--- config.mk ---
export PLATFORM = sky130hd
export DESIGN_NAME = iomem_arbiter
export DESIGN_NICKNAME = d
export VERILOG_FILES = /design/src/rtl/iomem_arbiter.sv
export SDC_FILE = /design/constraint.sdc
export NUM_CORES = 1
export LEC_CHECK = 0
export ABC_CLOCK_PERIOD_IN_PS = 4400
export CAP_MARGIN = 0
export CORE_AREA = 2 2 305 307
export CTS_BUF_LIST = sky130_fd_sc_hd__clkbuf_4 sky130_fd_sc_hd__clkbuf_8 sky130_fd_sc_hd__clkbuf_16
export DETAILED_ROUTE_END_ITERATION = 16
export DIE_AREA = 0 0 307 309
export GPL_ROUTABILITY_DRIVEN = 0
export PLACE_DENSITY = 0.45
export SLEW_MARGIN = 20
export SYNTH_ARGS = -nofsm -noshare
export SYNTH_HDL_FRONTEND = slang
export SYNTH_SLANG_ARGS = --single-unit
--- constraint.sdc ---
create_clock -name clk_i -period 4.4 [get_ports clk_i]
set_input_delay 1.1 -clock clk_i [delete_from_list [all_inputs] [get_ports clk_i]]
set_output_delay 1.1 -clock clk_i [all_outputs]
set_load 0.05 [all_outputs]
--- src/rtl/iomem_arbiter.sv ---
`default_nettype none
// ============================================================================
//  Module   : iomem_arbiter
//  Purpose  : Round-robin arbiter sharing the single main-RAM iomem port
//             between NUM_REQ requesters. One transaction in flight: the
//             winner's request is latched and driven to RAM until RAM
//             responds or the timeout expires, then the response is routed
//             back to the winner only, followed by a one-cycle GAP.
//  Ports    : clk_i, rst_ni (async, active-low)
//             req_valid_i/req_addr_i/req_wdata_i/req_wstrb_i : packed
//                 per-requester request buses (slice i = requester i)
//             gnt_o, rsp_valid_o, rsp_err_o, rsp_rdata_o : grant/response
//             mem_valid_o/mem_addr_o/mem_wdata_o/mem_wstrb_o : RAM request
//             mem_rsp_valid_i, mem_rdata_i : RAM response
//             busy_o : arbiter not idle
//  Revision : 1.0 - initial release
// ============================================================================
module iomem_arbiter #(
    parameter int NUM_REQ     = 2,
    parameter int ADDR_W      = 32,
    parameter int LINE_W      = 128,
    parameter int TIMEOUT_CYC = 64
) (
    input  logic                        clk_i,
    input  logic                        rst_ni,
    input  logic [NUM_REQ-1:0]          req_valid_i,
    input  logic [NUM_REQ*ADDR_W-1:0]   req_addr_i,
    input  logic [NUM_REQ*LINE_W-1:0]   req_wdata_i,
    input  logic [NUM_REQ*LINE_W/8-1:0] req_wstrb_i,
    output logic [NUM_REQ-1:0]          gnt_o,
    output logic [NUM_REQ-1:0]          rsp_valid_o,
    output logic                        rsp_err_o,
    output logic [LINE_W-1:0]           rsp_rdata_o,
    output logic                        mem_valid_o,
    output logic [ADDR_W-1:0]           mem_addr_o,
    output logic [LINE_W-1:0]           mem_wdata_o,
    output logic [LINE_W/8-1:0]         mem_wstrb_o,
    input  logic                        mem_rsp_valid_i,
    input  logic [LINE_W-1:0]           mem_rdata_i,
    output logic                        busy_o
);

    localparam int c_strb_w = LINE_W / 8;
    localparam int c_own_w  = (NUM_REQ > 1) ? $clog2(NUM_REQ) : 1;
    localparam int c_cnt_w  = (TIMEOUT_CYC > 1) ? $clog2(TIMEOUT_CYC) : 1;
    localparam logic [c_cnt_w-1:0] c_cnt_last = c_cnt_w'((TIMEOUT_CYC > 0) ? TIMEOUT_CYC - 1 : 0);
    localparam logic [c_own_w-1:0] c_own_last = c_own_w'(NUM_REQ - 1);
    localparam logic [c_own_w:0]   c_num_req  = (c_own_w + 1)'(NUM_REQ);

    typedef enum logic [1:0] {
        ST_IDLE = 2'd0,
        ST_BUSY = 2'd1,
        ST_GAP  = 2'd2
    } state_t;

    state_t                 r_state;
    state_t                 w_state_nxt;
    logic [c_own_w-1:0]     r_owner;
    logic [c_own_w-1:0]     r_rr_ptr;
    logic [c_cnt_w-1:0]     r_cnt;
    logic [ADDR_W-1:0]      r_addr;
    logic [LINE_W-1:0]      r_wdata;
    logic [c_strb_w-1:0]    r_wstrb;

    logic [2*NUM_REQ-1:0]   w_req_dbl;
    logic [NUM_REQ-1:0]     w_req_rot;
    logic [c_own_w-1:0]     w_off;
    logic [c_own_w:0]       w_sum;
    logic [c_own_w-1:0]     w_pick;
    logic                   w_found;
    logic                   w_start;
    logic                   w_timeout;
    logic                   w_done;
    logic [c_own_w-1:0]     w_ptr_nxt;
    logic [NUM_REQ-1:0]     w_owner_oh;

    // Round-robin pick: rotate the request vector so that bit 0 is the
    // requester at rr_ptr, take the lowest set bit, then map the offset back
    // to an absolute index modulo NUM_REQ (NUM_REQ need not be a power of 2).
    always_comb begin
        w_req_dbl = {req_valid_i, req_valid_i} >> r_rr_ptr;
        w_req_rot = w_req_dbl[NUM_REQ-1:0];
        w_found   = |w_req_rot;
        w_off     = '0;
        for (int k = NUM_REQ - 1; k >= 0; k--) begin
            if (w_req_rot[k]) begin
                w_off = k[c_own_w-1:0];
            end
        end
        w_sum = {1'b0, r_rr_ptr} + {1'b0, w_off};
        if (w_sum >= c_num_req) begin
            w_sum = w_sum - c_num_req;
        end
        w_pick = w_sum[c_own_w-1:0];
    end

    assign w_start    = (r_state == ST_IDLE) && w_found;
    assign w_timeout  = (TIMEOUT_CYC != 0) && (r_state == ST_BUSY) && (r_cnt == c_cnt_last);
    // A response coinciding with the timeout wins: it is reported as normal.
    assign w_done     = (r_state == ST_BUSY) && (mem_rsp_valid_i || w_timeout);
    assign w_ptr_nxt  = (r_owner == c_own_last) ? '0 : r_owner + 1'b1;
    assign w_owner_oh = NUM_REQ'(1) << r_owner;

    // State register
    always_ff @(posedge clk_i or negedge rst_ni) begin
        if (!rst_ni) begin
            r_state <= ST_IDLE;
        end else begin
            r_state <= w_state_nxt;
        end
    end

    // Next-state logic; GAP lets the previous owner drop its level-held valid
    // before the next arbitration round samples the requests.
    always_comb begin
        w_state_nxt = r_state;
        case (r_state)
            ST_IDLE: if (w_start) w_state_nxt = ST_BUSY;
            ST_BUSY: if (w_done)  w_state_nxt = ST_GAP;
            ST_GAP:               w_state_nxt = ST_IDLE;
            default:              w_state_nxt = ST_IDLE;
        endcase
    end

    // Transaction latches, owner, round-robin pointer and timeout counter
    always_ff @(posedge clk_i or negedge rst_ni) begin
        if (!rst_ni) begin
            r_owner  <= '0;
            r_rr_ptr <= '0;
            r_cnt    <= '0;
            r_addr   <= '0;
            r_wdata  <= '0;
            r_wstrb  <= '0;
        end else if (w_start) begin
            r_owner <= w_pick;
            r_cnt   <= '0;
            r_addr  <= req_addr_i[w_pick*ADDR_W +: ADDR_W];
            r_wdata <= req_wdata_i[w_pick*LINE_W +: LINE_W];
            r_wstrb <= req_wstrb_i[w_pick*c_strb_w +: c_strb_w];
        end else if (r_state == ST_BUSY) begin
            r_cnt <= r_cnt + 1'b1;
            if (w_done) begin
                r_rr_ptr <= w_ptr_nxt;
            end
        end
    end

    assign busy_o      = (r_state != ST_IDLE);
    assign mem_valid_o = (r_state == ST_BUSY);
    assign mem_addr_o  = r_addr;
    assign mem_wdata_o = r_wdata;
    assign mem_wstrb_o = r_wstrb;
    assign gnt_o       = mem_valid_o ? w_owner_oh : '0;
    assign rsp_valid_o = w_done ? w_owner_oh : '0;
    assign rsp_err_o   = w_done && !mem_rsp_valid_i;
    assign rsp_rdata_o = ((r_state == ST_BUSY) && mem_rsp_valid_i) ? mem_rdata_i : '0;

endmodule
`default_nettype wire

# Word-level counts from Yosys, hierarchy flattened
# Cells that the tools add are included.
dict set report totals {
  register_bits 186
  input_bits 485
  word_cells 47
}
dict set report op_classes {
  addsub 4
  order_cmp 1
  eq_ne 4
  n_shift 5
  mux 12
  bitwise 1
  n_reduce_logical 13
}
# operator n
set op_table {}
lappend op_table {{$shiftx 256x9->128} 1}
lappend op_table {{$mux 128} 1}
lappend op_table {{$shiftx 64x7->32} 1}
lappend op_table {{$shiftx 32x6->16} 1}
lappend op_table {{$mux 6} 2}
lappend op_table {{$mux 2} 4}
lappend op_table {{$add 6x1->6 const B} 1}
lappend op_table {{$eq 6x6->1 const B} 1}
lappend op_table {{$logic_and 1x1->1} 5}
lappend op_table {{$mux 1} 4}
lappend op_table {{$pmux 2 s2} 1}
lappend op_table {{$reduce_bool 2->1} 2}
lappend op_table {{$shr 4x1->2} 1}
lappend op_table {{$reduce_and 3->1} 1}
lappend op_table {{$add 1x1->2} 1}
lappend op_table {{$eq 2x1->1 const B} 1}
lappend op_table {{$ge 2x2->1 const B} 1}
lappend op_table {{$logic_not 2->1} 1}
lappend op_table {{$ne 2x1->1 const B} 1}
lappend op_table {{$ne 2x2->1 const B} 1}
lappend op_table {{$reduce_and 2->1} 1}
lappend op_table {{$reduce_or 2->1} 1}
lappend op_table {{$shl 1x1->2 const A} 1}
lappend op_table {{$add 1x1->1 const B} 1}
lappend op_table {{4 further kinds} 4}

# Depth between registers and ports, before layout
dict set report depth {
  ltp_word 7
  mapped_depth 6
  mapped_depth_nobuf 4
}

# Least setup slack after synthesis
# No wires, ideal clock.
dict set report synth_timing {
  path_type {input-to-output}
  from {input mem_rsp_valid_i}
  to {output rsp_err_o}
  t_arrival_ns 2.348
  required_time_ns 3.300
  slack_ns 0.952
  stages 2
  path_cell_list {clkbuf_1 -> nor3_1}
}
dict set report synth_via {
  elab_chain_len 3
  elab_cells_between_ends 4
}
# element line
set synth_lines {}
lappend synth_lines {{start, declared} 38} ;# input logic mem_rsp_valid_i,
lappend synth_lines {{$logic_or 1x1->1} 100} ;# assign w_done = (r_state == ST_BUSY) && (mem_rsp_valid_i || w_timeout);
lappend synth_lines {{$logic_and 1x1->1} 100}
lappend synth_lines {{$logic_and 1x1->1 (*)} 155} ;# assign rsp_err_o = w_done && !mem_rsp_valid_i;
lappend synth_lines {{end, declared} 32} ;# output logic rsp_err_o,
# Mark *: on every way between the ends. The rest lies on a longest branch, timed or not.

# Final worst setup path
dict set report layout_timing {
  from {register r_state[1]}
  to {output mem_valid_o}
}
dict set report layout_via {
  elab_chain_len 1
}
# element line
set layout_lines {}
lappend layout_lines {{start, declared} 56} ;# state_t r_state;
lappend layout_lines {{start signal, assigned} 109} ;# r_state <= w_state_nxt;
lappend layout_lines {{$eq 2x1->1} 149} ;# assign mem_valid_o = (r_state == ST_BUSY);
lappend layout_lines {{end, declared} 34} ;# output logic mem_valid_o,
# Every way passes these cells.

==> run metrics <==
Synth Area in Compound Gates 0.350; Hold Violations, Final 0; initial antenna violation count 34; worst clock skew 0.0209 ns; CTS H-tree depth 4; Die Area 94900 um2; top cell type's share of synthesized area 0.402; maximum number of pins on one net before global-route repair 187; xor/xnor cell area share of the yosys netlist 0.000757; routed wire length 84900 um; routed length per placed instance 27.2 um; Port Buffer Count 795; # setup viols final 0; clk sink count 186; later-pin clock latency in the skew report 0.51 ns; Worst path max stage delay 0.90 ns; Synth Area in Simple Gates 0.157; die width 307 um; Hold Buf Count CTS 0; Worst Tran Pin Value 1.02 ns; Pleak 8.04 nW; Max Slew Vio Count 0; Worst path slowest cell clkdlybuf4s50_1; prevailing post-synth register cell dfrtp_1; initial DRC count 1298; Total Power 0.0144 W; Final Critical Period 3.93 ns; Final Util 0.227; layout cell share with drive strength beyond 1 0.103; RSZ-0062 raised after global routing false; Num CTS Buffers 17; Initial Util 0.127; Startpoint Class flop; WP depth 4; VDD IR max 0.508 mV; die span in y 309 um; vias 14.9k; largest area contributor in the netlist dfrtp_1; hold crit path type reg -> reg; Async SR Flop Fraction 1.00; worst path bufs/invs 3; syn_nets 1772; vias per cell 4.78; Setup crit end kind output pin; drt first pass iters 7; GRT Residual Overflow 0; Synth area leaders dfrtp_1 (40%), o2111ai_1 (27%), o21ai_0 (7.7%); Max Cap Viol 0; largest family of logic cells by synthesized area compound AO/OA/AOI/OAI gates; # DRC 0; Post-Syn Instances 1286; Multi-input gate area 5900 um2; fin crit share 0.893; WP data arrival 2.83 ns; Core ar. 91400 um2; first-pass GRT wire length 116000 um; Avg Inst Size Synth 8.99 um2; critical path class reg -> out; R2R depth 5; setup slack after layout 0.469 ns; post-synthesis mux area share 0.00173; Core Rows 111; Bufs on Longest Clock Path 2; Seq/Total Area, Yosys 0.402; Crit Path Max Fanout 36; Setup Buffers After CTS 0; nets@finish 2396; Root Buffer Master clkbuf_16; Routed Antenna Nets 0; CP cell instances nand2b_2 > clkinv_2 > buf_4 > clkdlybuf4s50_1; Fill cells 9958; Syn. warnings 0; Slew HR 0.320; Synth Area in Adders 0.00108; number of flops mapped to enable cells by yosys 0; Post-Place Worst Slack 0.724 ns; Register Area 4660 um2; Mapped Area 11600 um2; HPWL after DPL 60700 um; cell family contributing the most delay on the critical path buffers and inverters; max frequency 254 MHz; Sum Neg Setup Slack 0 ns; I/O pins 796; vias in the first global route 14.8k; TritonCTS clock tree done; Seq cells post-synth 186; total track usage 0.169; CTS resizes 0; Area growth syn-to-layout 79.3%; synth unique cells 33; CTS clk-pin slew, worst paths 0.09 ns; worst endpoint required time 3.30 ns; Cell Pwr Density 694 nW/um2; status finished, final reports clean; Hold Crit Depth 1
-- per-layer routing --
metal	up-vias	track usage	wire length (um)
met5	-	0	92
met2	748	0.322	46500
met1	7468	0.169	28900
met4	12	0.0716	2940
li1	6542	-	-
met3	142	0.0512	6470
-- layout by cell type (no fill, tap or decap), types with 2 or more instances in the layout --
cell type	Yosys	routed
clkbuf_16	0	17
and3_1	128	128
diode_2	0	12
clkbuf_8	0	4
clkdlybuf4s50_1	0	671
buf_4	7	143
and2_1	4	4
nand2_1	3	3
nand4_1	2	2
inv_8	0	3
nand3b_1	2	2
mux2i_1	2	2
o211ai_1	2	2
o2111ai_1	352	352
o21ai_1	2	2
dfrtp_1	186	185
buf_12	0	11
nor2_1	4	4
clkinvlp_4	0	4
inv_6	0	6
a21oi_1	2	2
nor2_4	1	2
buf_6	4	2
clkinv_2	0	2
o21ai_0	179	179
nand3_1	177	177
-- flip-flops by register name, summed over array words and instances (netlist names) --
signal	count
r_owner	1
mem_addr_o	32
mem_wstrb_o	16
mem_wdata_o	128
r_cnt	6
r_state	2
r_rr_ptr	1
-- kinds of logic after synthesis --
logic type               Yosys count
AO/OA/AOI/OAI                    541
XOR/XNOR                           1
adder cells (fa/ha/maj)            1
buffers and inverters            229
flip-flops                       186
multiplexers                       2
AND/OR/NAND/NOR                  326
-- area by class of cell --
cell class                 count  area share
antenna                       12     0.00145
clock buffer                  20      0.0225
clock inverter                12     0.00501
inverter                       6     0.00199
multi-input combinational    871       0.285
sequential                   186       0.225
tap                         1186      0.0716
timing repair buffer         828       0.388
-- synthesized netlist by cell type (all sizes together), types with 3 or more instances --
library cell	number
o2111ai	352
dfrtp	186
o21ai	181
nand3	177
clkbuf	129
and3	128
buf	94
inv	6
nor2	6
and2	4
nand2	3
-- final timing paths --
kind | endpoint | startpoint | slack (ns)
worst max-delay path | mem_valid_o | r_state[1] | 0.47
worst min-delay path | r_cnt[5] | r_cnt[5] | 0.48
worst max register to register | mem_wdata_o[69] | r_state[0] | 1.59
worst min register to register | r_cnt[5] | r_cnt[5] | 0.48
max in group asynchronous | mem_wstrb_o[14] | rst_ni | 2.90
min in group asynchronous | mem_wdata_o[74] | rst_ni | 0.65
-- power by group --
part           total [W]  internal [W]  switching, W  leakage, nW
combinational    0.00968       0.00282       0.00686         5.46
clock            0.00167      0.000785      0.000880        0.271
sequential       0.00304       0.00253      0.000514         2.30
-- stage by stage --
stage	hold slack [ns]	cells	cell area, um2
2_1_floorplan	0.439	1286	11600
4_1_cts	0.482	3109	20700
5_1_grt	0.513	3120	20700
3_3_place_gp	0.455	3077	20100
3_5_place_dp	0.470	3077	20100
6_report	0.476	3121	20700
(Power assumes the default switching activity.)
